**src/rtl/uart_pkg.sv**
```systemverilog
// Shared types and constants for the UART transmitter and its FIFO.
package uart_pkg;

   typedef enum logic [2:0] {
      ST_IDLE,
      ST_START,
      ST_DATA,
      ST_PARITY,
      ST_STOP
   } uart_state_t;

   localparam int unsigned PAR_NONE = 0;
   localparam int unsigned PAR_EVEN = 1;
   localparam int unsigned PAR_ODD  = 2;

   // Parity bit for up to 9 data bits; zero-extension does not change the XOR.
   function automatic logic parity_bit(input logic [8:0] data, input int unsigned mode);
      return (^data) ^ (mode == PAR_ODD);
   endfunction

endpackage

```
**src/rtl/sync_fifo.sv**
```systemverilog
// Synchronous FIFO with wrap-around pointers and an occupancy counter.
// Accept/pop decisions use the occupancy before the edge.
module sync_fifo #(
   parameter int unsigned WIDTH = 8,
   parameter int unsigned DEPTH = 16
) (
   input  logic                   i_clock,
   input  logic                   i_reset_n,
   input  logic                   i_wr_en,
   input  logic [WIDTH-1:0]       i_wr_data,
   input  logic                   i_rd_en,
   output logic [WIDTH-1:0]       o_rd_data,
   output logic                   o_full,
   output logic                   o_empty,
   output logic [$clog2(DEPTH):0] o_count
);

   localparam int unsigned AW      = $clog2(DEPTH);
   localparam logic [AW:0] LP_FULL = (AW+1)'(DEPTH);

   logic [WIDTH-1:0] r_mem [DEPTH];
   logic [AW-1:0]    r_wr_ptr;
   logic [AW-1:0]    r_rd_ptr;
   logic [AW:0]      r_count;
   logic             w_wr;
   logic             w_rd;

   assign w_wr      = i_wr_en && (r_count != LP_FULL);
   assign w_rd      = i_rd_en && (r_count != '0);
   assign o_rd_data = r_mem[r_rd_ptr];
   assign o_full    = (r_count == LP_FULL);
   assign o_empty   = (r_count == '0);
   assign o_count   = r_count;

   // Storage needs no reset: the cleared pointers and counter hide stale entries
   always_ff @(posedge i_clock) begin
      if (w_wr) r_mem[r_wr_ptr] <= i_wr_data;
   end

   // Pointers wrap naturally because DEPTH is a power of two
   always_ff @(posedge i_clock or negedge i_reset_n) begin
      if (!i_reset_n) begin
         r_wr_ptr <= '0;
         r_rd_ptr <= '0;
      end else begin
         if (w_wr) r_wr_ptr <= r_wr_ptr + 1'b1;
         if (w_rd) r_rd_ptr <= r_rd_ptr + 1'b1;
      end
   end

   // Occupancy: simultaneous write and pop leaves it unchanged
   always_ff @(posedge i_clock or negedge i_reset_n) begin
      if (!i_reset_n) begin
         r_count <= '0;
      end else begin
         unique case ({w_wr, w_rd})
            2'b10:   r_count <= r_count + 1'b1;
            2'b01:   r_count <= r_count - 1'b1;
            default: r_count <= r_count;
         endcase
      end
   end

endmodule

```
**src/rtl/uart_tx_fifo.sv**
```systemverilog
// FIFO-buffered UART transmitter: start bit, DATA_W bits LSB first,
// optional parity, STOP_BITS stop bits. Frames chain with no idle gap.
module uart_tx_fifo
   import uart_pkg::*;
#(
   parameter int unsigned DATA_W       = 8,
   parameter int unsigned DEPTH        = 16,
   parameter int unsigned CLKS_PER_BIT = 16,
   parameter int unsigned PARITY       = 0,
   parameter int unsigned STOP_BITS    = 1
) (
   input  logic                   clock,
   input  logic                   reset_n,
   input  logic                   wr_en,
   input  logic [DATA_W-1:0]      wr_data,
   output logic                   tx,
   output logic                   busy,
   output logic                   full,
   output logic                   empty,
   output logic [$clog2(DEPTH):0] count,
   output logic                   overflow
);

   localparam int unsigned   CW           = $clog2(CLKS_PER_BIT);
   localparam int unsigned   IW           = $clog2(DATA_W);
   localparam logic [CW-1:0] LP_BIT_LAST  = CW'(CLKS_PER_BIT - 1);
   localparam logic [IW-1:0] LP_IDX_LAST  = IW'(DATA_W - 1);
   localparam logic          LP_STOP_LAST = 1'(STOP_BITS - 1);

   uart_state_t       r_state;
   uart_state_t       w_state_nxt;
   logic [CW-1:0]     r_bit_cnt;
   logic [IW-1:0]     r_bit_idx;
   logic              r_stop_idx;
   logic [DATA_W-1:0] r_shift;
   logic [DATA_W-1:0] w_shift_nxt;
   logic              r_parity;
   logic              r_tx;
   logic              r_overflow;
   logic              w_tx_nxt;
   logic              w_bit_done;
   logic              w_stop_done;
   logic              w_pop;
   logic              w_full;
   logic              w_empty;
   logic [DATA_W-1:0] w_rd_data;

   sync_fifo #(
      .WIDTH (DATA_W),
      .DEPTH (DEPTH)
   ) u_fifo (
      .i_clock   (clock),
      .i_reset_n (reset_n),
      .i_wr_en   (wr_en),
      .i_wr_data (wr_data),
      .i_rd_en   (w_pop),
      .o_rd_data (w_rd_data),
      .o_full    (w_full),
      .o_empty   (w_empty),
      .o_count   (count)
   );

   assign full        = w_full;
   assign empty       = w_empty;
   assign overflow    = r_overflow;
   assign tx          = r_tx;
   assign w_bit_done  = (r_bit_cnt == LP_BIT_LAST);
   assign w_stop_done = (r_state == ST_STOP) && w_bit_done && (r_stop_idx == LP_STOP_LAST);
   assign w_pop       = !w_empty && ((r_state == ST_IDLE) || w_stop_done);

   // State register
   always_ff @(posedge clock or negedge reset_n) begin
      if (!reset_n) r_state <= ST_IDLE;
      else          r_state <= w_state_nxt;
   end

   // Next-state: each state advances on its bit boundary
   always_comb begin
      w_state_nxt = r_state;
      unique case (r_state)
         ST_IDLE:   if (!w_empty) w_state_nxt = ST_START;
         ST_START:  if (w_bit_done) w_state_nxt = ST_DATA;
         ST_DATA:   if (w_bit_done && (r_bit_idx == LP_IDX_LAST))
                       w_state_nxt = (PARITY != PAR_NONE) ? ST_PARITY : ST_STOP;
         ST_PARITY: if (w_bit_done) w_state_nxt = ST_STOP;
         ST_STOP:   if (w_stop_done) w_state_nxt = w_empty ? ST_IDLE : ST_START;
         default:   w_state_nxt = ST_IDLE;
      endcase
   end

   // Shift register next value: load on pop, shift at each data-bit boundary
   always_comb begin
      w_shift_nxt = r_shift;
      if (w_pop)                                      w_shift_nxt = w_rd_data;
      else if ((r_state == ST_DATA) && w_bit_done)    w_shift_nxt = r_shift >> 1;
   end

   // Outputs: busy from state; tx computed from next state so the line is registered
   always_comb begin
      busy     = (r_state != ST_IDLE);
      w_tx_nxt = 1'b1;
      unique case (w_state_nxt)
         ST_START:  w_tx_nxt = 1'b0;
         ST_DATA:   w_tx_nxt = w_shift_nxt[0];
         ST_PARITY: w_tx_nxt = r_parity;
         default:   w_tx_nxt = 1'b1;
      endcase
   end

   // Serial line register, idle high
   always_ff @(posedge clock or negedge reset_n) begin
      if (!reset_n) r_tx <= 1'b1;
      else          r_tx <= w_tx_nxt;
   end

   // Bit timer reloads on every bit boundary; bit and stop indices per state
   always_ff @(posedge clock or negedge reset_n) begin
      if (!reset_n) begin
         r_bit_cnt  <= '0;
         r_bit_idx  <= '0;
         r_stop_idx <= 1'b0;
      end else begin
         if ((r_state == ST_IDLE) || w_bit_done) r_bit_cnt <= '0;
         else                                    r_bit_cnt <= r_bit_cnt + 1'b1;
         if (r_state != ST_DATA)  r_bit_idx <= '0;
         else if (w_bit_done)     r_bit_idx <= r_bit_idx + 1'b1;
         if (r_state != ST_STOP)  r_stop_idx <= 1'b0;
         else if (w_bit_done)     r_stop_idx <= ~r_stop_idx;
      end
   end

   // Frame data and its parity are captured together at pop time
   always_ff @(posedge clock or negedge reset_n) begin
      if (!reset_n) begin
         r_shift  <= '0;
         r_parity <= 1'b0;
      end else begin
         r_shift <= w_shift_nxt;
         if (w_pop) r_parity <= parity_bit(9'(w_rd_data), PARITY);
      end
   end

   // Sticky overflow on any write attempted while full
   always_ff @(posedge clock or negedge reset_n) begin
      if (!reset_n) r_overflow <= 1'b0;
      else          r_overflow <= r_overflow | (wr_en & w_full);
   end

endmodule

```
**config.mk**
```make
export PLATFORM = sky130hd
export DESIGN_NAME = uart_tx_fifo
export DESIGN_NICKNAME = d
export VERILOG_FILES = /design/src/rtl/uart_pkg.sv /design/src/rtl/sync_fifo.sv /design/src/rtl/uart_tx_fifo.sv
export SDC_FILE = /design/constraint.sdc
export NUM_CORES = 1
export LEC_CHECK = 0
export CAP_MARGIN = 20
export CORE_MARGIN = 2
export CORE_UTILIZATION = 39
export CTS_CLUSTER_DIAMETER = 30
export DETAILED_ROUTE_END_ITERATION = 10
export PLACE_DENSITY_LB_ADDON = 0.25
export SKIP_LAST_GASP = 1
export SLEW_MARGIN = 20
export SYNTH_ARGS = -nofsm -noshare
export SYNTH_HDL_FRONTEND = slang
export SYNTH_SLANG_ARGS = --single-unit
```
**constraint.sdc**
```tcl
create_clock -name clock -period 7.3 [get_ports clock]
set_clock_uncertainty 0.1 [all_clocks]
set_input_delay 2.19 -clock clock [delete_from_list [all_inputs] [get_ports clock]]
set_output_delay 2.19 -clock clock [all_outputs]
set_load 0.005 [all_outputs]
```
* Word level (Yosys, flattened, before mapping)
Memory sizes are Yosys's and may differ from the RTL's.
Index checks and enable logic that the tools add are counted.
Widths: inputs -> output; s select.
** Storage, ports and cells
- Bits in registers :: 35
- Bits in writable memories :: 128
- Bits of input ports :: 11
- Output and inout port bits :: 10
- Word-level logic and storage cells :: 74
- Memories :: 1
** Memories
- u_fifo.r_mem :: words 16, width 8, rd ports 1, clocked after Yosys merged registers in 0, write ports 1, RTL line sync_fifo.sv:21 : logic [WIDTH-1:0] r_mem [DEPTH];
** Operators by class
- $add $sub $neg :: 6
- Eq/ne operators :: 15
- Mux-type cells :: 18
- Bitwise logic cells :: 3
- Reductions and logical operators :: 19
** Operator list (count)
- $mux 3 :: 7
- $mux 8 :: 2
- $pmux 3 s5 :: 1
- $add 4x1->4 const B :: 3
- $eq 3x2->1 const B :: 4
- $pmux 5 s2 :: 1
- $reduce_xor 9->1 :: 1
- $reduce_bool 2->1 :: 4
- $logic_and 1x1->1 :: 7
- $eq 3x1->1 const B :: 2
- $eq 3x3->1 const B :: 2
- $add 5x1->5 const B :: 1
- $eq 5x5->1 const B :: 1
- $logic_not 5->1 :: 1
- $mux 1 :: 5
- $ne 5x5->1 const B :: 1
- $reduce_bool 5->1 :: 1
- $sub 5x1->5 const B :: 1
- $eq 4x4->1 const B :: 1
- $mux 4 :: 1
- $add 3x1->3 const B :: 1
- $logic_not 3->1 :: 1
- $ne 3x2->1 const B :: 1
- $ne 3x3->1 const B :: 1
- 9 further kinds :: 10

* Longest topological paths before layout
- Word-level depth :: 8
- Depth in mapped cells :: 15
- Mapped depth without buffers :: 13

* Modules after synthesis
Synthesis repeated with hierarchy kept, for this count alone.
** Unflattened totals
- Cells, all modules :: 425
- Area, all modules :: 6856.6 µm²
** Modules (own cells, without submodules)
- sync_fifo :: times used 1, cells each 319, area an instance 5735.5 µm², seq. area each 4169.0 µm²
- uart_tx_fifo :: times used 1, cells each 106, area an instance 1121.1 µm², seq. area each 551.8 µm²

* Least setup slack after synthesis
OpenSTA, ideal clock, no wires.
- Kind :: input port to flip-flop
- Start point :: input port wr_en
- End point :: register u_fifo.r_count[4], in the netlist u_fifo.o_count[4]
- Library setup time :: 125 ps
- Arrival :: 3796 ps
- Data required time :: 7075 ps
- Path slack :: 3278 ps
- Stages on the path :: 12
- Path buffers :: 1
- Cell sequence :: and2_1 -> clkbuf_1 -> inv_1 -> ha_1 -> inv_1 -> fa_1 -> inv_1 -> a21o_1 -> a21oi_1 -> xnor2_1 -> nor2_1 -> xor2_1
** Between the ends
- Longest elaborated chain between the ends :: 3
- Elaborated cells on any way between the ends :: 5
- Classes of those cells :: eq/ne: 2; mux: 1; reduce/logical: 2
** Ends and longest elaborated chain
- start: declaration :: RTL line uart_tx_fifo.sv:14 : input logic wr_en,
- $logic_and 1x1->1 (*) :: RTL line sync_fifo.sv:28 : assign w_wr = i_wr_en && (r_count != LP_FULL);
- $eq 2x1->1 or $eq 2x2->1 (tied branches) :: RTL line sync_fifo.sv:56 : unique case ({w_wr, w_rd})
- $pmux 5 s2 or $reduce_bool 2->1 (tied branches)
- end signal: assignment :: RTL line sync_fifo.sv:57 : 2'b10: r_count <= r_count + 1'b1;
- end signal: assignment :: RTL line sync_fifo.sv:58 : 2'b01: r_count <= r_count - 1'b1;
- end signal: assignment :: RTL line sync_fifo.sv:59 : default: r_count <= r_count;
- end: declaration :: RTL line sync_fifo.sv:24 : logic [AW:0] r_count;
Mark *: on every way between the ends. The rest lies on a longest branch, timed or not.
A chain may end at the register's enable or synchronous reset.

* Worst setup path in the final report
- Start point :: register u_fifo.r_count[1], in the netlist u_fifo.o_count[1]
- End point :: output port empty
** Between the ends
- Longest elaborated chain between the ends :: 1
** Ends and longest elaborated chain
- $logic_not 5->1 :: RTL line sync_fifo.sv:32 : assign o_empty = (r_count == '0);
- end: declaration :: RTL line uart_tx_fifo.sv:19 : output logic empty,
No other way between the ends.

==> load_flow_metrics.sql <==
INSERT INTO impl_metrics (metric_group, metric, value, unit) VALUES
('run_status', 'status', 'completed', ''),
('finish', 'final_layout_size_suffix_gt1_share', '15.2', '%'),
('global_route', 'initial_antenna_violation_count', '0', ''),
('power_and_ir_drop', 'power.static_leakage', '2.74', 'nW'),
('placed_design', 'numPlacedInstances', '622', ''),
('timing', 'drv_slew', '0', ''),
('synthesis', 'postSynthRegisterBits', '163', ''),
('worst_hold_path', 'timing.hold.worst.class', 'register to register', ''),
('global_route', 'grt_util_all_layers', '15.2', '%'),
('timing', 'relSlewSlack', '43.9', '%'),
('clocking', 'cts_post_setup_buffers_inserted', '0', ''),
('power_and_ir_drop', 'power_switching', '962', 'uW'),
('timing', 'fin_hold_ws', '0.369', 'ns'),
('placed_design', 'detailed_place_hpwl', '8170', 'um'),
('global_route', 'grt_first_pass_wirelength', '20300', 'um'),
('synthesis', 'syn-cell-area', '0.00677', 'mm2'),
('synthesis', 'nets_in_the_synthesized_netlist', '418', ''),
('routing', 'drt_pre_antenna_iters', '4', ''),
('finish', 'area_delta_synth_final', '14.5', '%'),
('finish', 'multiInputGateArea', '0.00188', 'mm2'),
('setup_path', 'cpPeakStageDelay', '0.58', 'ns'),
('clocking', 'clk_transition_reported_paths', '0.06', 'ns'),
('routing', 'via_count', '3342', ''),
('timing', 'slew_at_the_pin_with_the_worst_max_slew_slack', '0.839', 'ns'),
('synthesis', 'multiplexer_area_fraction_after_synthesis', '12.5', '%'),
('synthesis', 'synthSimpleGateAreaFrac', '5.25', '%'),
('power_and_ir_drop', 'seq_power_share', '41.7', '%'),
('power_and_ir_drop', 'vdd_drop_max', '0.193', 'mV'),
('timing', 'setup_tns', '0', 'ns'),
('timing', 'rsz0062_at_grt', 'false', ''),
('routing', 'post_drt_via_cell_ratio', '5.11', ''),
('setup_path', 'critical_path.slowest_cell', 'sky130_fd_sc_hd__clkdlybuf4s50_1', ''),
('floorplan', 'ios', '21', ''),
('clocking', 'htree_num_levels', '4', ''),
('setup_path', 'crit_path_max_fanout', '5', ''),
('power_and_ir_drop', 'comb_power_share', '28.6', '%'),
('placed_design', 'weighted_congestion_reported_at_the_end_of_routability_driven_placement', '0.769', ''),
('floorplan', 'initial_utilization', '39.5', '%'),
('synthesis', 'synth_compound_gate_area_share', '4.49', '%'),
('setup_path', 'cp_cell_sequence', 'nor4_1 -> nor2b_1 -> clkdlybuf4s50_1', ''),
('clocking', 'clock_sink_count', '163', ''),
('setup_path', 'startpoint_type', 'register', ''),
('floorplan', 'fp.coreArea', '0.0171', 'mm2'),
('finish', 'fillers', '1486', ''),
('timing', 'period_share', '60.6', '%'),
('power_and_ir_drop', 'swShare', '31.0', '%'),
('floorplan', 'die_width', '136', 'um'),
('routing', 'drc', '0', ''),
('finish', 'num-nets-final', '440', ''),
('clocking', 'cts_made_buffers', '17', ''),
('clocking', 'clock_insertion_delay_worst_skew', '0.43', 'ns'),
('timing', 'fmax', '0.226', 'GHz'),
('routing', 'detail_route.wirelength', '12600', 'um'),
('clocking', 'cts.path.max_buffers', '2', ''),
('synthesis', 'synth.lib_cells_used.distinct', '38', ''),
('setup_path', 'critical_path_required', '5.01', 'ns'),
('timing', 'post_layout_min_period', '4.42', 'ns'),
('setup_path', 'path_buf_inv', '1', ''),
('finish', 'layout.core_utilization', '45.3', '%'),
('synthesis', 'syn_area_per_cell', '17.2', 'um2'),
('synthesis', 'ys_seq_area_share', '69.8', '%'),
('routing', 'drt-initial-drc-count', '211', ''),
('routing', 'detail-route-antenna-nets', '0', ''),
('synthesis', 'synthesis.instances', '394', ''),
('timing', 'setup_viol', '0', ''),
('power_and_ir_drop', 'cell_internal_pwr', '2.15', 'mW'),
('global_route', 'grt_max_degree', '36', ''),
('finish', 'final_standard_cell_count_with_taps_included_and_fillers_excluded', '654', ''),
('placed_design', 'port-buffer-count', '20', ''),
('power_and_ir_drop', 'report.power.total', '3.11', 'mW'),
('global_route', 'grt-ovfl-total', '0', '');
## synthesized netlist by cell type, drive strengths merged
cell	number	area share (%)
nor4	1	0.092
a31oi	1	0.092
xnor2	16	2.1
nand2b	3	0.28
dfrtp	34	13
o21ai	13	0.96
nand4	3	0.28
a21oi	9	0.67
xor2	5	0.65
nand2	38	2.1
nor3	6	0.44
nor2b	2	0.18
mux4	32	11
and2	2	0.18
fa	1	0.30
mux2	1	0.17
mux2i	7	1.0
and2b	1	0.11
ha	12	2.2
inv	11	0.61
clkbuf	4	0.22
nand3	3	0.22
edfxtp	128	57
nor2	21	1.2
dfstp	1	0.39
a22oi	16	1.8
a31o	1	0.13
and3	2	0.18
a21o	3	0.33
o32ai	1	0.13
clkdlybuf4s25	3	0.44
buf	12	1.5
a2111oi	1	0.41
## sequential cells by signal, summed over array words and instances, names as in the netlist
name	count
u_fifo.r_mem	128
r_shift	8
u_fifo.o_count	5
r_bit_cnt	4
u_fifo.r_rd_ptr	4
u_fifo.r_wr_ptr	4
r_bit_idx	3
r_state	3
overflow	1
r_parity	1
r_stop_idx	1
tx	1
## area by class of cell
| class | count | area share (%) |
|---|---|---|
| clock buffer | 17 | 5.49 |
| multi-input combinational | 201 | 24.2 |
| clock inverter | 15 | 2.50 |
| inverter | 11 | 0.533 |
| sequential | 163 | 60.9 |
| tap | 225 | 3.63 |
| timing repair buffer | 22 | 2.71 |
## cells by family after synthesis
kind of cell / Yosys count
xor+xnor: 21
compound gates: 45
mux: 40
flops: 163
buf+inv: 30
fa+ha+maj: 13
simple gates: 82
## layer usage
metal,vias to the layer above,routed length (um),global-route usage (%)
met5,-,0,0
met4,0,152,5.21
met3,13,484,3.85
met2,56,6380,24.6
met1,1712,5630,20.1
li1,1561,-,-
## power by group through the flow
stage / Combinational (mW) / Sequential [mW] / Clock [mW]
floorplan: 0.751 / 1.23 / 0
global placement: 0.890 / 1.31 / 0
detailed placement: 0.904 / 1.31 / 0
CTS: 0.907 / 1.30 / 0.947
global route: 0.991 / 1.32 / 0.983
finish: 0.890 / 1.30 / 0.922
## path summary, 6_finish.rpt
kind	startpoint	endpoint	slack, ns	depth (start not counted)
setup reg to reg	r_bit_cnt[0]	u_fifo.o_count[4]	4.23	13
hold reg to reg	overflow	overflow	0.37	1
max in group asynchronous	reset_n	u_fifo.r_rd_ptr[2]	4.79	1
min in group asynchronous	reset_n	r_bit_cnt[1]	1.75	1
hold / removal	overflow	overflow	0.37	1
setup / recovery	u_fifo.o_count[1]	empty	2.88	3
## worst reg2reg max path, stage by stage (launching register included)
cell                        delay, ns
sky130_fd_sc_hd__dfrtp_1         0.38
sky130_fd_sc_hd__ha_1            0.21
sky130_fd_sc_hd__and3_1          0.31
sky130_fd_sc_hd__nand2b_1        0.15
sky130_fd_sc_hd__a2111oi_4       0.41
sky130_fd_sc_hd__ha_1            0.28
sky130_fd_sc_hd__inv_1           0.10
sky130_fd_sc_hd__fa_1            0.41
sky130_fd_sc_hd__inv_1           0.08
sky130_fd_sc_hd__a21o_1          0.11
sky130_fd_sc_hd__a21oi_1         0.07
sky130_fd_sc_hd__xnor2_1         0.13
sky130_fd_sc_hd__nor2_1          0.06
sky130_fd_sc_hd__xor2_1          0.14
## stage by stage
step | worst slack [ns] | cell area, um2
global route | 2.70 | 7750
detailed placement | 2.63 | 7110
global placement | 2.70 | 7110
finish | 2.88 | 7750
floorplan | 3.28 | 6770
CTS | 2.85 | 7730
## layout by cell type, fill, tap and decap left out, drive strengths merged, types with 2 or more instances in the layout
master,n
a21o,3
a21oi,9
a22oi,16
and2,2
and3,2
buf,3
bufinv,3
clkbuf,17
clkdlybuf4s50,19
clkinv,2
clkinvlp,3
dfrtp,34
edfxtp,128
ha,12
inv,18
mux2i,7
mux4,32
nand2,38
nand2b,3
nand3,3
nand4,3
nor2,21
nor2b,2
nor3,6
o21ai,13
xnor2,16
xor2,5
(Power assumes the default switching activity.)
